$ cat config.mk
export PLATFORM = sky130hd
export DESIGN_NAME = button_reader
export DESIGN_NICKNAME = d
export VERILOG_FILES = /design/src/rtl/button_pkg.sv /design/src/rtl/btn_debounce.sv /design/src/rtl/button_reader.sv
export SDC_FILE = /design/constraint.sdc
export NUM_CORES = 1
export LEC_CHECK = 0
export ABC_AREA = 1
export BUFFER_PORTS_ARGS = -buffer_cell sky130_fd_sc_hd__buf_2
export CAP_MARGIN = 20
export CORE_UTILIZATION = 50
export DETAILED_ROUTE_END_ITERATION = 12
export HOLD_SLACK_MARGIN = 0.12
export PLACE_DENSITY_LB_ADDON = 0.15
export SYNTH_ARGS = -nofsm -noshare
export SYNTH_HDL_FRONTEND = slang
export SYNTH_SLANG_ARGS = --single-unit
$ cat constraint.sdc
create_clock -name CLK -period 1.6 [get_ports CLK]
set_input_delay 0.4 -clock CLK [delete_from_list [all_inputs] [get_ports CLK]]
set_output_delay 0.4 -clock CLK [all_outputs]
set_load 0.01 [all_outputs]
$ cat src/rtl/button_pkg.sv
// button_pkg: event kind codes, per-button hold FSM encoding and counter sizing
// shared by button_reader and btn_debounce.
package button_pkg;

    // Event kinds carried on EVT_KIND
    localparam logic [1:0] EVT_PRESS   = 2'b00;
    localparam logic [1:0] EVT_RELEASE = 2'b01;
    localparam logic [1:0] EVT_LONG    = 2'b10;

    // Per-button hold FSM; LONG_HELD is only reachable with long-press enabled
    typedef enum logic [1:0] {
        ST_RELEASED  = 2'b00,
        ST_HELD      = 2'b01,
        ST_LONG_HELD = 2'b10
    } hold_state_t;

    // Number of bits needed to hold any value 0..max_val (never less than 1)
    function automatic int cnt_width(input int max_val);
        int w;
        w = 1;
        while ((1 << w) <= max_val) w++;
        return w;
    endfunction

endpackage

$ cat src/rtl/btn_debounce.sv
// btn_debounce: one button's pad synchroniser, debounce counter and hold FSM.
// Produces the debounced level (1 = pressed) and single-cycle press/release/long pulses.
// Long-press detection is present only when BUTTON_READER_LONGPRESS_EN is defined.
module btn_debounce
    import button_pkg::*;
#(
    parameter int DEBOUNCE   = 10,
    parameter int LONG_PRESS = 100,
    parameter int ACTIVE_LOW = 1
) (
    input  logic        CLK,
    input  logic        NRST,
    input  logic        pad,
    output logic        level,
    output logic        press_pulse,
    output logic        release_pulse,
    output logic        long_pulse,
    output hold_state_t state_dbg
);
    localparam logic PAD_IDLE = (ACTIVE_LOW != 0);
    localparam int   DB_W     = cnt_width(DEBOUNCE - 1);
    localparam logic [DB_W-1:0] DB_LAST = DB_W'(DEBOUNCE - 1);

    // Reject configurations where the debounce window is empty or swallows the long press
    if (DEBOUNCE < 1 || LONG_PRESS <= DEBOUNCE) begin : g_bad_cfg
        $error("btn_debounce: requires DEBOUNCE >= 1 and LONG_PRESS > DEBOUNCE");
    end

    logic [1:0]      sync_q;
    logic            synced;
    logic [DB_W-1:0] db_cnt;
    hold_state_t     state_q, state_d;

    // Two-flop synchroniser, reset to the released pad level so reset never looks like a press
    always_ff @(posedge CLK or negedge NRST) begin
        if (!NRST) sync_q <= {2{PAD_IDLE}};
        else       sync_q <= {sync_q[0], pad};
    end

    // Normalise polarity: 1 = pressed regardless of pad wiring
    assign synced = sync_q[1] ^ PAD_IDLE;

    // Debounce: level flips only after DEBOUNCE consecutive samples disagreeing with it
    always_ff @(posedge CLK or negedge NRST) begin
        if (!NRST) begin
            db_cnt <= '0;
            level  <= 1'b0;
        end else if (synced == level) begin
            db_cnt <= '0;
        end else if (db_cnt == DB_LAST) begin
            level  <= ~level;
            db_cnt <= '0;
        end else begin
            db_cnt <= db_cnt + 1'b1;
        end
    end

`ifdef BUTTON_READER_LONGPRESS_EN
    localparam int HOLD_W = cnt_width(LONG_PRESS);
    localparam logic [HOLD_W-1:0] HOLD_LAST = HOLD_W'(LONG_PRESS);
    logic [HOLD_W-1:0] hold_cnt;

    // Hold counter: runs only while HELD, saturates at LONG_PRESS, clears otherwise
    always_ff @(posedge CLK or negedge NRST) begin
        if (!NRST)                   hold_cnt <= '0;
        else if (state_q != ST_HELD) hold_cnt <= '0;
        else if (hold_cnt != HOLD_LAST) hold_cnt <= hold_cnt + 1'b1;
    end
`endif

    // Hold FSM state register
    always_ff @(posedge CLK or negedge NRST) begin
        if (!NRST) state_q <= ST_RELEASED;
        else       state_q <= state_d;
    end

    // Hold FSM next state and event pulses; release takes precedence over long-press
    always_comb begin
        state_d       = state_q;
        press_pulse   = 1'b0;
        release_pulse = 1'b0;
        long_pulse    = 1'b0;
        case (state_q)
            ST_RELEASED: begin
                if (level) begin
                    press_pulse = 1'b1;
                    state_d     = ST_HELD;
                end
            end
            ST_HELD, ST_LONG_HELD: begin
                if (!level) begin
                    release_pulse = 1'b1;
                    state_d       = ST_RELEASED;
                end
`ifdef BUTTON_READER_LONGPRESS_EN
                else if (state_q == ST_HELD && hold_cnt == HOLD_LAST) begin
                    long_pulse = 1'b1;
                    state_d    = ST_LONG_HELD;
                end
`endif
            end
            default: state_d = ST_RELEASED;
        endcase
    end

    assign state_dbg = state_q;

endmodule

$ cat src/rtl/button_reader.sv
// button_reader: N_BTN debounced push buttons feeding a single-entry event register.
// Optional long-press events are enabled by defining BUTTON_READER_LONGPRESS_EN.
// Handshake: an event transfers on a posedge CLK with EVT_VALID && EVT_READY; once EVT_VALID
// is raised it stays high with EVT_ID/EVT_KIND unchanged until that transfer happens.
module button_reader
    import button_pkg::*;
#(
    parameter int N_BTN      = 4,
    parameter int DEBOUNCE   = 10,
    parameter int LONG_PRESS = 100,
    parameter int ACTIVE_LOW = 1
) (
    input  logic                   CLK,
    input  logic                   NRST,
    input  logic [N_BTN-1:0]       BTN_IN,
    output logic [N_BTN-1:0]       BTN_STATE,
    output logic                   EVT_VALID,
    input  logic                   EVT_READY,
    output logic [$clog2(N_BTN):0] EVT_ID,
    output logic [1:0]             EVT_KIND,
    output logic                   OVERRUN
);
    localparam int ID_W = $clog2(N_BTN) + 1;

    logic [N_BTN-1:0] press_p, release_p, long_p;
    logic [N_BTN-1:0] pend_press, pend_long, pend_rel;
    logic [N_BTN-1:0] sel_press, sel_long, sel_rel;
    logic [N_BTN-1:0] clr_press, clr_long, clr_rel;
    logic             sel_found, load, ovr_hit;
    logic [ID_W-1:0]  sel_id;
    logic [1:0]       sel_kind;
    hold_state_t      hold_state [N_BTN];

    for (genvar g = 0; g < N_BTN; g++) begin : g_btn
        btn_debounce #(
            .DEBOUNCE   (DEBOUNCE),
            .LONG_PRESS (LONG_PRESS),
            .ACTIVE_LOW (ACTIVE_LOW)
        ) u_btn (
            .CLK           (CLK),
            .NRST          (NRST),
            .pad           (BTN_IN[g]),
            .level         (BTN_STATE[g]),
            .press_pulse   (press_p[g]),
            .release_pulse (release_p[g]),
            .long_pulse    (long_p[g]),
            .state_dbg     (hold_state[g])
        );
    end

    // Event register may take a new event when empty or when its current one is being accepted
    assign load = !EVT_VALID || EVT_READY;

    // Arbiter: lowest-index button with anything pending; within it press > long > release
    always_comb begin
        sel_found = 1'b0;
        sel_id    = '0;
        sel_kind  = EVT_PRESS;
        sel_press = '0;
        sel_long  = '0;
        sel_rel   = '0;
        for (int i = 0; i < N_BTN; i++) begin
            if (!sel_found && (pend_press[i] || pend_long[i] || pend_rel[i])) begin
                sel_found = 1'b1;
                sel_id    = ID_W'(i);
                if (pend_press[i]) begin
                    sel_kind     = EVT_PRESS;
                    sel_press[i] = 1'b1;
                end else if (pend_long[i]) begin
                    sel_kind    = EVT_LONG;
                    sel_long[i] = 1'b1;
                end else begin
                    sel_kind   = EVT_RELEASE;
                    sel_rel[i] = 1'b1;
                end
            end
        end
    end

    assign clr_press = load ? sel_press : '0;
    assign clr_long  = load ? sel_long  : '0;
    assign clr_rel   = load ? sel_rel   : '0;

    // A pulse lands on a bit that stays pending (not leaving this cycle): that event is lost
    assign ovr_hit = |((press_p   & pend_press & ~clr_press) |
                       (long_p    & pend_long  & ~clr_long)  |
                       (release_p & pend_rel   & ~clr_rel));

    // Pending bits: a new pulse wins over a same-cycle load-clear of the same bit
    always_ff @(posedge CLK or negedge NRST) begin
        if (!NRST) begin
            pend_press <= '0;
            pend_long  <= '0;
            pend_rel   <= '0;
        end else begin
            pend_press <= (pend_press & ~clr_press) | press_p;
            pend_long  <= (pend_long  & ~clr_long)  | long_p;
            pend_rel   <= (pend_rel   & ~clr_rel)   | release_p;
        end
    end

    // Event register: reload only when free, so a presented event is never withdrawn
    always_ff @(posedge CLK or negedge NRST) begin
        if (!NRST) begin
            EVT_VALID <= 1'b0;
            EVT_ID    <= '0;
            EVT_KIND  <= EVT_PRESS;
        end else if (load) begin
            EVT_VALID <= sel_found;
            if (sel_found) begin
                EVT_ID   <= sel_id;
                EVT_KIND <= sel_kind;
            end
        end
    end

    // Sticky overrun flag, cleared only by reset
    always_ff @(posedge CLK or negedge NRST) begin
        if (!NRST)        OVERRUN <= 1'b0;
        else if (ovr_hit) OVERRUN <= 1'b1;
    end

endmodule

==> metrics.log <==
INFO  metric status = completed
INFO  metric fin_worst_skew = about 0.0066 ns
INFO  metric cts_max_level = 2
INFO  metric pin_count_of_the_biggest_net_entering_global_routing = 38
INFO  metric final-setup-viol-count = 0
INFO  metric max_clock_freq = 688 MHz
INFO  metric cts_made_buffers = 5
INFO  metric timing.final.max_slew_violations = 0
INFO  metric dr.first_iter.drc_count = 50
INFO  metric synth-warning-count = 0
INFO  metric grt_first_pass_wirelength = around 6.3 mm
INFO  metric drc_errors = 0
INFO  metric final_antenna_net_count = 0
INFO  metric crit_fanout = 7
INFO  metric num-fill-cells = 400
INFO  metric cp_num_buf_inv = 2
INFO  metric number_of_global_route_vias_before_repair = 1466
INFO  metric clock_sink_count = 50
INFO  metric fp.dieH = about 70 µm
INFO  metric synth_area_leader_cell = sky130_fd_sc_hd__dfrtp_1
INFO  metric start_kind = register
INFO  metric core-area = about 0.0044 mm²
INFO  metric drive_above_1_share = 17.9%
INFO  metric antenna-diode-count = 0
INFO  metric finish.cell_count_without_fillers = 309
INFO  metric synth.net_count = ~260
INFO  metric wire_per_inst = roughly 11 µm
INFO  metric total_standard_cell_area_after_synthesis = roughly 0.0023 mm²
INFO  metric dp_hpwl = between 2 and 3 mm
INFO  metric insertion_delay = ~0.3 ns
INFO  metric post-route-min-period = between 1 and 1.5 ns
INFO  metric cells_taking_the_most_area_after_synthesis = sky130_fd_sc_hd__dfrtp_1, sky130_fd_sc_hd__dfstp_2, sky130_fd_sc_hd__ha_1
INFO  metric num_vias = between 1000 and 1500
INFO  metric flow.area_growth_from_synthesis = 11.0%
INFO  metric max-cap-violations = 0
INFO  metric crit_path_max_incr_delay = around 0.43 ns
INFO  metric buffers_added_on_ports = 16
INFO  metric drt_pass1_iterations = 4
INFO  metric synthCells = between 200 and 250
INFO  metric gp_congestion = roughly 0.77
INFO  metric cp-startpoint = pend_long[1]
INFO  metric critical_path.cell_chain = nor2_4 -> nand2_4 -> nor2_8 -> inv_2 -> nor2_4 -> nand3_2 -> nand2_4 -> inv_2 -> nand2_1 -> nand2_1
INFO  metric tritoncts = done
INFO  metric unrepaired_setup_endpoints_after_global_routing = no
INFO  metric crit_type = reg2reg
INFO  metric timing.setup.tns = 0 ns
INFO  metric hold_path_startpoint = BTN_IN[0]
INFO  metric final_hold_viol_count = 0
INFO  metric worst_path_dominant_cell_family = simple AND/OR/NAND/NOR gates
INFO  metric worst_hold_path_type = in2reg
INFO  metric layout.nets = ~280
INFO  metric launching_point_of_the_worst_reg2reg_path = pend_long[1]
INFO  metric worst_ep_arrival_time = 1.65 ns
INFO  metric synth.ff_latch_count = 50
INFO  metric clock_slew_at_reported_path_ffs = 0.09 ns
INFO  metric worst_vdd_drop = approximately 0.00070 V
INFO  metric routed_wl = roughly 3.5 mm
INFO  metric static-leakage-power = around 0.0013 µW
INFO  metric power_density = 1330 mW/mm²
INFO  metric fin_crit_sh = 90.8%
INFO  metric die_width = about 70 µm
INFO  metric clock_tree.buffer_depth = 2
INFO  metric worst-endpoint-required = about 1.8 ns
INFO  metric rows = 24
INFO  metric place_inst = 300
INFO  metric post-cts-setup-buffer-count = 0
INFO  metric avgViaCountPerCell = 4.83
INFO  metric die_area = 0.00495 mm²
INFO  metric ctsRootBufferMaster = sky130_fd_sc_hd__clkbuf_8
INFO  metric type_of_destination_of_the_critical_path = register
INFO  metric yosys.area.top_type_share = between 40% and 50%
INFO  metric number_of_antenna_violations_at_the_first_check_in_global_routing = 0
INFO  metric seq_area_frac_synth = 54.0%
INFO  metric number_of_distinct_standard_cells_referenced_by_the_synthesized_netlist = 30
INFO  metric grt_use_total = between 10% and 20%
INFO  metric syn_area_per_cell = 9.94 µm²
INFO  metric pin_count = 18
INFO  metric crit_path_top_delay_cell = sky130_fd_sc_hd__dfrtp_1
INFO  metric grt_overflow = 0
INFO  metric initial_core_util = around 53%
## cells in the final DEF, fill, tap and decap left out
| cell | instances |
|---|---|
| sky130_fd_sc_hd__a21o_1 | 5 |
| sky130_fd_sc_hd__a21oi_1 | 8 |
| sky130_fd_sc_hd__buf_12 | 1 |
| sky130_fd_sc_hd__buf_2 | 16 |
| sky130_fd_sc_hd__buf_4 | 2 |
| sky130_fd_sc_hd__bufinv_16 | 1 |
| sky130_fd_sc_hd__clkbuf_1 | 2 |
| sky130_fd_sc_hd__clkbuf_8 | 5 |
| sky130_fd_sc_hd__conb_1 | 1 |
| sky130_fd_sc_hd__dfrtp_1 | 42 |
| sky130_fd_sc_hd__dfstp_2 | 8 |
| sky130_fd_sc_hd__dlygate4sd3_1 | 1 |
| sky130_fd_sc_hd__ha_1 | 14 |
| sky130_fd_sc_hd__inv_1 | 31 |
| sky130_fd_sc_hd__inv_2 | 4 |
| sky130_fd_sc_hd__nand2_1 | 31 |
| sky130_fd_sc_hd__nand2_2 | 1 |
| sky130_fd_sc_hd__nand2_4 | 2 |
| sky130_fd_sc_hd__nand3_1 | 14 |
| sky130_fd_sc_hd__nand3_2 | 1 |
| sky130_fd_sc_hd__nand3b_1 | 3 |
| sky130_fd_sc_hd__nand4_1 | 6 |
| sky130_fd_sc_hd__nor2_1 | 22 |
| sky130_fd_sc_hd__nor2_2 | 2 |
| sky130_fd_sc_hd__nor2_4 | 2 |
| sky130_fd_sc_hd__nor2_8 | 1 |
| sky130_fd_sc_hd__nor3_1 | 3 |
| sky130_fd_sc_hd__o21a_1 | 2 |
| sky130_fd_sc_hd__o21ai_0 | 1 |
| sky130_fd_sc_hd__o21ai_1 | 6 |
| sky130_fd_sc_hd__o21bai_1 | 3 |
| sky130_fd_sc_hd__o31ai_1 | 1 |
| sky130_fd_sc_hd__or2_1 | 1 |
| sky130_fd_sc_hd__xnor2_1 | 10 |
| sky130_fd_sc_hd__xor2_1 | 4 |
## registers in the layout (all words and copies together), names as in the netlist
register               count
EVT_ID                     2
EVT_KIND                   2
EVT_VALID                  1
OVERRUN                    1
g_btn.u_btn.db_cnt        16
g_btn.u_btn.level          4
g_btn.u_btn.state_dbg      4
g_btn.u_btn.sync_q         8
pend_long                  4
pend_press                 4
pend_rel                   4
## Yosys cell counts
cell type,instances
sky130_fd_sc_hd__a21o_1,5
sky130_fd_sc_hd__a21oi_1,8
sky130_fd_sc_hd__buf_2,1
sky130_fd_sc_hd__buf_4,5
sky130_fd_sc_hd__conb_1,1
sky130_fd_sc_hd__dfrtp_1,42
sky130_fd_sc_hd__dfstp_2,8
sky130_fd_sc_hd__ha_1,14
sky130_fd_sc_hd__inv_1,31
sky130_fd_sc_hd__inv_2,4
sky130_fd_sc_hd__nand2_1,31
sky130_fd_sc_hd__nand2_2,1
sky130_fd_sc_hd__nand2_4,2
sky130_fd_sc_hd__nand3_1,14
sky130_fd_sc_hd__nand3_2,1
sky130_fd_sc_hd__nand3b_1,3
sky130_fd_sc_hd__nand4_1,6
sky130_fd_sc_hd__nor2_1,23
sky130_fd_sc_hd__nor2_2,1
sky130_fd_sc_hd__nor2_4,2
sky130_fd_sc_hd__nor2_8,1
sky130_fd_sc_hd__nor3_1,3
sky130_fd_sc_hd__o21a_1,2
sky130_fd_sc_hd__o21ai_0,1
sky130_fd_sc_hd__o21ai_1,6
sky130_fd_sc_hd__o21bai_1,3
sky130_fd_sc_hd__o31ai_1,1
sky130_fd_sc_hd__or2_1,1
sky130_fd_sc_hd__xnor2_1,10
sky130_fd_sc_hd__xor2_1,4
## worst reg2reg max path: cells and delay by family (launching register included)
kind	cells	cell delay [ns]
buffers and inverters	2	0.12
and+or+nand+nor	8	0.80
DFF	1	0.43
## routing by layer
| layer | vias up | routed length (µm) | GRT usage (%) |
|---|---|---|---|
| li1 | 779 | - | - |
| met1 | 685 | 1710 | 20.2 |
| met2 | 21 | 1630 | 27.1 |
| met3 | 7 | 105 | 4.76 |
| met4 | 0 | 66 | 7.33 |
| met5 | - | 0 | 0 |
## cell families (layout without fill, tap and decap cells)
family	after synthesis	in the layout	share of synthesized area, %
buf+inv	41	63	7.44
flops	50	50	54.0
compound gates	26	26	6.75
xor+xnor	14	14	5.25
simple gates	89	89	18.9
fa+ha+maj	14	14	7.50
other cells	1	1	0.161
## power breakdown
part / switching, µW / internal (µW) / leakage (µW)
logic: 486 / 405 / 0.000640
clock network: 393 / 468 / 0.0000524
registers: 191 / 1490 / 0.000618
total: 1070 / 2370 / 0.00131
## through the flow
step / instance area (µm²) / power (µW) / hold WS [ns] / setup slack (ns) / util, %
5_1_grt: 2590 / 3700 / 0.163 / 0.0302 / 58.7
2_1_floorplan: 2340 / 2370 / 0.104 / 0.264 / -
4_1_cts: 2590 / 3500 / 0.178 / 0.142 / 58.7
6_report: 2590 / 3440 / 0.194 / 0.147 / 58.7
3_3_place_gp: 2470 / 2590 / 0.324 / 0.0708 / 56.0
3_5_place_dp: 2470 / 2620 / 0.327 / 0.0811 / 56.0
## final timing paths
kind	to	slack, ns	cells after the start
setup / recovery	EVT_KIND[1]	0.15	10
hold / removal	g_btn[0].u_btn.sync_q[0]	0.19	1
setup reg to reg	EVT_KIND[1]	0.15	10
hold reg to reg	g_btn[1].u_btn.sync_q[1]	0.36	0
max in group asynchronous	g_btn[3].u_btn.sync_q[0]	0.50	3
min in group asynchronous	pend_long[1]	0.53	2
## final cells by class
class | instances | area, µm² | area share (%)
sequential | 50 | 1260 | 48.6
inverter | 35 | 131 | 5.07
tap | 52 | 65.1 | 2.51
timing repair buffer | 20 | 125 | 4.83
clock buffer | 7 | 76.3 | 2.94
multi-input combinational | 144 | 903 | 34.8
clock inverter | 1 | 30.0 | 1.16
## repair_timing
item | in CTS | in global routing
endpoints found under the setup margin | 0 | 1
hold buffers | 1 | 0
resized for setup | 0 | 1
hold endpoints to repair | 13 | 0
(Power assumes the default switching activity.)
